`config.mk`:
```
export PLATFORM = sky130hd
export DESIGN_NAME = autoref_scheduler
export DESIGN_NICKNAME = d
export VERILOG_FILES = /design/src/rtl/autoref_scheduler.sv
export SDC_FILE = /design/constraint.sdc
export NUM_CORES = 1
export LEC_CHECK = 0
export CAP_MARGIN = 20
export CORE_MARGIN = 10
export CORE_UTILIZATION = 38
export DETAILED_ROUTE_END_ITERATION = 7
export PLACE_DENSITY = 0.61
export SYNTH_ARGS = -nofsm -noshare
export SYNTH_HDL_FRONTEND = slang
export SYNTH_SLANG_ARGS = --single-unit
```
`constraint.sdc`:
```
create_clock -name clk -period 6.1 [get_ports clk]
set_input_delay 1.22 -clock clk [delete_from_list [all_inputs] [get_ports clk]]
set_output_delay 1.22 -clock clk [all_outputs]
set_load 0.01 [all_outputs]
```
`src/rtl/autoref_scheduler.sv`:
```
`default_nettype none
// ============================================================================
// Module   : autoref_scheduler
// Purpose  : DRAM auto-refresh scheduler. It counts tREFI, banks up to
//            MAX_PEND owed REFs, requests REF slots and holds off commands
//            for tRFC. Define AREF_STATS_EN to enable the ref_count counter.
// Revision : 1.0 - initial release
// ============================================================================
module autoref_scheduler #(
  parameter int MAX_PEND = 8
) (
  input  logic        clk,
  input  logic        rst,
  input  logic        aref_en,
  input  logic [27:0] aref_interval,
  input  logic [27:0] trfc,
  input  logic        ref_ack,
  output logic        ref_req,
  output logic        ref_busy,
  output logic        ref_urgent,
  output logic        ref_overrun,
  output logic [3:0]  pend_cnt,
  output logic [15:0] ref_count
);

  localparam logic [3:0] c_max_pend = 4'(MAX_PEND);

  typedef enum logic [1:0] {
    ST_IDLE = 2'd0,
    ST_REQ  = 2'd1,
    ST_TRFC = 2'd2
  } state_t;

  state_t      state_q, state_d;
  logic [27:0] icnt_q, icnt_d;
  logic [27:0] tcnt_q, tcnt_d;
  logic [3:0]  pend_q, pend_d;
  logic        req_q, req_d;
  logic        busy_q, busy_d;
  logic        ovr_q, ovr_d;
  logic        tick;
  logic        ack_acc;

  // The >= compare lets a lowered interval take effect immediately.
  always_comb begin
    tick   = 1'b0;
    icnt_d = icnt_q;
    if (!aref_en || (aref_interval == 28'd0)) begin
      icnt_d = 28'd0;
    end else if (icnt_q >= (aref_interval - 28'd1)) begin
      tick   = 1'b1;
      icnt_d = 28'd0;
    end else begin
      icnt_d = icnt_q + 28'd1;
    end
  end

  assign ack_acc = ref_ack && (state_q == ST_REQ);

  always_comb begin
    pend_d = pend_q;
    ovr_d  = ovr_q;
    if (!aref_en) begin
      pend_d = 4'd0;
    end else if (tick && !ack_acc) begin
      if (pend_q == c_max_pend) begin
        ovr_d = 1'b1;
      end else begin
        pend_d = pend_q + 4'd1;
      end
    end else if (ack_acc && !tick && (pend_q != 4'd0)) begin
      pend_d = pend_q - 4'd1;
    end
  end

  // Next-state decisions look at pend_d so a tick is acted on without delay.
  always_comb begin
    state_d = state_q;
    tcnt_d  = tcnt_q;
    case (state_q)
      ST_IDLE: begin
        if (pend_d != 4'd0) state_d = ST_REQ;
      end
      ST_REQ: begin
        if (ack_acc) begin
          tcnt_d  = (trfc == 28'd0) ? 28'd0 : (trfc - 28'd1);
          state_d = ST_TRFC;
        end else if (!aref_en) begin
          state_d = ST_IDLE;
        end
      end
      ST_TRFC: begin
        if (tcnt_q == 28'd0) begin
          state_d = (pend_d != 4'd0) ? ST_REQ : ST_IDLE;
        end else begin
          tcnt_d = tcnt_q - 28'd1;
        end
      end
      default: state_d = ST_IDLE;
    endcase
    req_d  = (state_d == ST_REQ);
    busy_d = (state_d == ST_TRFC);
  end

  always_ff @(posedge clk) begin
    if (rst) begin
      state_q <= ST_IDLE;
      icnt_q  <= 28'd0;
      tcnt_q  <= 28'd0;
      pend_q  <= 4'd0;
      req_q   <= 1'b0;
      busy_q  <= 1'b0;
      ovr_q   <= 1'b0;
    end else begin
      state_q <= state_d;
      icnt_q  <= icnt_d;
      tcnt_q  <= tcnt_d;
      pend_q  <= pend_d;
      req_q   <= req_d;
      busy_q  <= busy_d;
      ovr_q   <= ovr_d;
    end
  end

`ifdef AREF_STATS_EN
  logic [15:0] count_q, count_d;

  always_comb begin
    count_d = count_q + {15'd0, ack_acc};
  end

  always_ff @(posedge clk) begin
    if (rst) begin
      count_q <= 16'd0;
    end else begin
      count_q <= count_d;
    end
  end

  assign ref_count = count_q;
`else
  assign ref_count = 16'd0;
`endif

  assign ref_req     = req_q;
  assign ref_busy    = busy_q;
  assign ref_urgent  = (pend_q == c_max_pend);
  assign ref_overrun = ovr_q;
  assign pend_cnt    = pend_q;

endmodule
`default_nettype wire

```
# [Yosys cells after proc, flatten, opt, wreduce, memory -nomap -nowiden]
# Index checks and enable logic that the tools add are counted.
[totals] reg_bits=65 inputBits=60 wordCells=55
[op_classes] add_sub_neg=6 order_cmp=1 eq_ne=7 mux=16 n_reduce_logical=18
[op_table] op="$logic_not A28 Y1" count=3
[op_table] op="$mux W28" count=3
[op_table] op="$sub A28 B1 Y28 const B" count=3
[op_table] op="$pmux W28 S2" count=1
[op_table] op="$add A28 B1 Y28 const B" count=1
[op_table] op="$ge A28 B28 Y1" count=1
[op_table] op="$mux W4" count=4
[op_table] op="$mux W2" count=4
[op_table] op="$reduce_bool A4 Y1" count=2
[op_table] op="$pmux W2 S3" count=1
[op_table] op="$reduce_and A3 Y1" count=2
[op_table] op="$add A4 B1 Y4 const B" count=1
[op_table] op="$eq A2 B1 Y1 const B" count=2
[op_table] op="$eq A2 B2 Y1 const B" count=2
[op_table] op="$eq A4 B4 Y1 const B" count=1
[op_table] op="$logic_and A1 B1 Y1" count=4
[op_table] op="$ne A2 B2 Y1 const B" count=2
[op_table] op="$sub A4 B1 Y4 const B" count=1
[op_table] op="$logic_not A1 Y1" count=3
[op_table] op="$mux W1" count=3
[op_table] op="$reduce_or A3 Y1" count=1
[op_table] op="$logic_not A2 Y1" count=1
[op_table] op="$reduce_bool A2 Y1" count=1
[op_table] op="$logic_or A1 B1 Y1" count=1

# [Logic depth before layout (Yosys ltp)]
[depth] depth_word=15 ltp_mapped=17

# [Least setup slack after synthesis]
# OpenSTA, ideal clock, no wires.
[synth_timing] path_type="input to register" from="input port aref_interval[5]" to="register req_q, in the netlist ref_req" arrival_time_ns=5.311 t_required_ns=5.963 setup_slack_ns=0.652 cell_stages=17 n_path_buf=0 path_cell_list="or4_1 > nor3_1 > nand2_1 > or3_2 > or3_1 > nor3_1 > xnor2_1 > ha_1 > nand4_1 > nor4_1 > nand2_1 > a211oi_1 > o21bai_4 > and2_2 > a221o_1 > a221oi_2 > a31oi_1"
[synth_between] elab_chain_cells=15 elab_cells_between_ends=19
[synth_lines] item="start: declaration" line_no="15" source="input logic [27:0] aref_interval,"
[synth_lines] item="$sub A28 B1 Y28" line_no="50" source="end else if (icnt_q >= (aref_interval - 28'd1)) begin"
[synth_lines] item="$ge A28 B28 Y1" line_no="50"
[synth_lines] item="$mux W1" line_no="50"
[synth_lines] item="$mux W1 (*)" line_no="48" source="if (!aref_en || (aref_interval == 28'd0)) begin"
[synth_lines] item="$logic_not A1 Y1" line_no="71" source="end else if (ack_acc && !tick && (pend_q != 4'd0)) begin"
[synth_lines] item="$logic_and A1 B1 Y1 (2 in a row)" line_no="71"
[synth_lines] item="$mux W4" line_no="71"
[synth_lines] item="$mux W4 (*)" line_no="65" source="end else if (tick && !ack_acc) begin"
[synth_lines] item="$mux W4 (*)" line_no="63" source="if (!aref_en) begin"
[synth_lines] item="$reduce_bool A4 Y1 (*)" line_no="82, 94"
[synth_lines] item="$mux W1" line_no="94" source="state_d = (pend_d != 4'd0) ? ST_REQ : ST_IDLE;"
[synth_lines] item="$mux W2" line_no="93" source="if (tcnt_q == 28'd0) begin"
[synth_lines] item="$pmux W2 S3 (*)" line_no="80" source="case (state_q)"
[synth_lines] item="$eq A2 B1 Y1 (*)" line_no="101" source="req_d = (state_d == ST_REQ);"
[synth_lines] item="end signal: assignment" line_no="119" source="req_q <= req_d;"
[synth_lines] item="end: declaration" line_no="38" source="logic req_q, req_d;"
# Mark *: on every way between the ends. The rest lies on a longest branch, timed or not.
# A chain may end at the register's enable or synchronous reset.

# [Worst setup path after layout]
# Ends and elaborated chain as after synthesis.

==> metrics.txt <==
post-synthesis mux area share less than 1%; largest net degree at the start of global routing between 40 and 50; Tmin final ~5.8 ns; post-synth top area share 26.5%; RSZ-0062 raised after global routing no; Clock transition at path regs approximately 0.060 ns; number of global-route vias before repair ~4800; main combinational cell family by area after synthesis simple AND/OR/NAND/NOR gates; Post-Synth Adder-Cell Area ~8.9%; Max clock buf depth 2; worst path required time 6.30 ns; fraction of registers with async set/reset 0%; Core Rows 41; class of the tightest hold or removal check flop to flop; CTS HTree Levels 3; Slew @ Worst Pin ~1 ns; Cell variety after synth slightly below 60; CP Class input port to flop; Max Slew Vio Count 0; I/O pins 84; highest metal used met4; YS warnings 0; Die Span X roughly 130 um; Hold Vio Cnt, Final 0; PwrDens between 150 and 200 nW/um2; Routed WL ~14 mm; CTS tree done; leakage power ~2.2 nW; Die Area between 15000 and 20000 um2; initial core utilization 38.9%; root buffer cell clkbuf_16; Port Buffer Count 67; Worst Path Max Fanout 3; placer congestion estimate 0.885; routed wl met3 approximately 630 um; Setup-failing EPs final 0; register area share after synthesis 26.5%; share of cells above drive strength 1 6.97%; average size of a mapped cell between 7 and 8 um2; Synth Cell Area about 4900 um2; CTS Hold Bufs 0; largest cells by area after synthesis dfxtp_1, ha_1, xnor2_1; Nets slightly above 800; GRT overflow 0; vias per inst roughly 5.4; Final HPWL DP 10.8 mm; Data arrival, critical path approximately 6.0 ns; CP Cell Sequence clkdlybuf4s50_1 > or4_1 > nor3_1 > nand2_1 > or3_2 > or3_1 > nor3_1 > xnor2_1 > ha_1 > nand4_1 > nor4_2 > nand2_1 > a211oi_1 > buf_4 > o21bai_4 > and2_2 > a221o_1 > a221oi_2 > a31oi_1; Synth-to-Final Area Change 24.8%; DR vias ~4900; core area approximately 13000 um2; crit start category input port; Achievable Freq ~0.17 GHz; Post-synth EDFFs 0; clock insertion delay at the later pin of the skew report ~0.33 ns; number of max-cap violations 0; Crit. End Element flop; antenna violations before repair 0; met2 wire length between 6 and 7 mm; GRT Util Overall between 10% and 20%; ANT nets after route 0; slowest CP cell or4_1; WL/cell approximately 15 um; total chip power approximately 0.0011 W; relative slew slack between 30% and 40%; status completed; Synth Register Bits 65; DRC 0; first-pass GRT wire length around 23 mm; Clock Sinks 65; met1 wire length just over 6 mm; cts bufs inserted 9; period utilization 94.5%; top_reg_cell synth dfxtp_1; drt pass-1 iters 5; simple-gate share of the synthesized area 28.3%; Die Y 134 um; max incr delay on CP ~0.59 ns; compound-cell area share of the yosys netlist ~17%; # fillers 1297; Clock Skews between 0.006 and 0.007 ns; Yosys top cell by area dfxtp_1; Post-CTS Resized 0; DRT iter0 DRCs 287; Core Util, Final between 40 and 50%; postcts setup bufs 0; Peak VDD IR approximately 140 uV; Synth Instances 650; Antenna Cells 0; Synth Area in XOR/XNOR 13.4%
worst max-delay path: cells and delay by family:
kind,cells,cell delay [ns]
AND/OR/NAND/NOR,10,2.71
XOR/XNOR,1,0.11
buffers and inverters,2,0.60
adder cells (fa/ha/maj),1,0.32
AO/OA/AOI/OAI,5,0.99
cell families (layout without fill, tap and decap cells):
kind of cell | count (synthesis) | after routing
other cells | 1 | 16
fa+ha+maj | 35 | 35
xor+xnor | 75 | 75
compound gates | 136 | 136
simple gates | 286 | 286
buf+inv | 49 | 116
flops | 65 | 65
mux | 3 | 3
cell usage in the layout, fill, tap and decap left out, types with 25 or more instances in the layout:
| cell type | count |
|---|---|
| a21oi_1 | 41 |
| ha_1 | 35 |
| xnor2_1 | 44 |
| dfxtp_1 | 65 |
| nand2_1 | 72 |
| nor2_1 | 90 |
| nor3_1 | 25 |
| xor2_1 | 31 |
| o21ai_0 | 40 |
| clkdlybuf4s50_1 | 67 |
cell type report:
type,count,area [um2],share of cell area (%)
multi-input combinational,551,3440,56.0
sequential,65,1300,21.2
timing repair buffer,85,833,13.6
clock buffer,13,250,4.08
tap,172,215,3.51
inverter,15,56.3,0.918
clock inverter,3,40.0,0.653
path summary, 6_finish.rpt:
kind                endpoint              from  depth (start not counted)  slack (ns)
setup / recovery     ref_req  aref_interval[5]                         19        0.34
hold / removal     icnt_q[0]         icnt_q[0]                          1        0.47
setup reg to reg  tcnt_q[23]         tcnt_q[8]                          8        2.69
hold reg to reg    icnt_q[0]         icnt_q[0]                          1        0.47
cells in the mapped netlist, types with 4 or more instances:
library cell / count
dfxtp_1: 65
nand2_1: 72
or4_1: 6
o22ai_1: 15
nand4_1: 7
inv_1: 15
ha_1: 35
o21ai_0: 40
nand2b_1: 4
and3_1: 7
or2_2: 4
clkbuf_1: 16
a21oi_1: 41
nor3_1: 25
a31oi_1: 5
xnor2_1: 44
nor4_1: 19
or3_1: 13
a22oi_1: 12
nand3_1: 15
nor2_1: 90
buf_4: 16
xor2_1: 31
sequential cells by signal (all words and copies together) (netlist names):
signal and cells:
icnt_q 28, ref_busy 1, tcnt_q 28, ref_overrun 1, state_q 2, ref_req 1, pend_cnt 4
per-layer routing:
layer  up-vias  global-route usage, %
li1       2447                      -
met1      2297                   18.0
met2       114                   27.0
met3        10                   4.10
met4         0                   3.51
met5         -                      0
where the power goes:
group | switching (W) | internal [W] | leakage [nW]
logic | 0.0000590 | 0.0000621 | 1.50
clock network | 0.000183 | 0.000326 | 0.144
registers | 0.000000671 | 0.000425 | 0.524
stage by stage:
step / hold WS [ns] / cell area (um2) / std cells / TNS, ns / worst slack (ns)
after floorplan: 0.430 / 4970 / 665 / 0 / 0.652
after global routing: 0.514 / 6130 / 904 / 0 / 0.0808
after CTS: 0.481 / 6080 / 902 / 0 / 0.260
after global placement: 0.449 / 5790 / 886 / 0 / 0.0710
after detailed placement: 0.470 / 5790 / 886 / -0.0538 / -0.0347
final: 0.470 / 6130 / 904 / 0 / 0.335
Note: power is estimated with default switching activity, not from simulation.
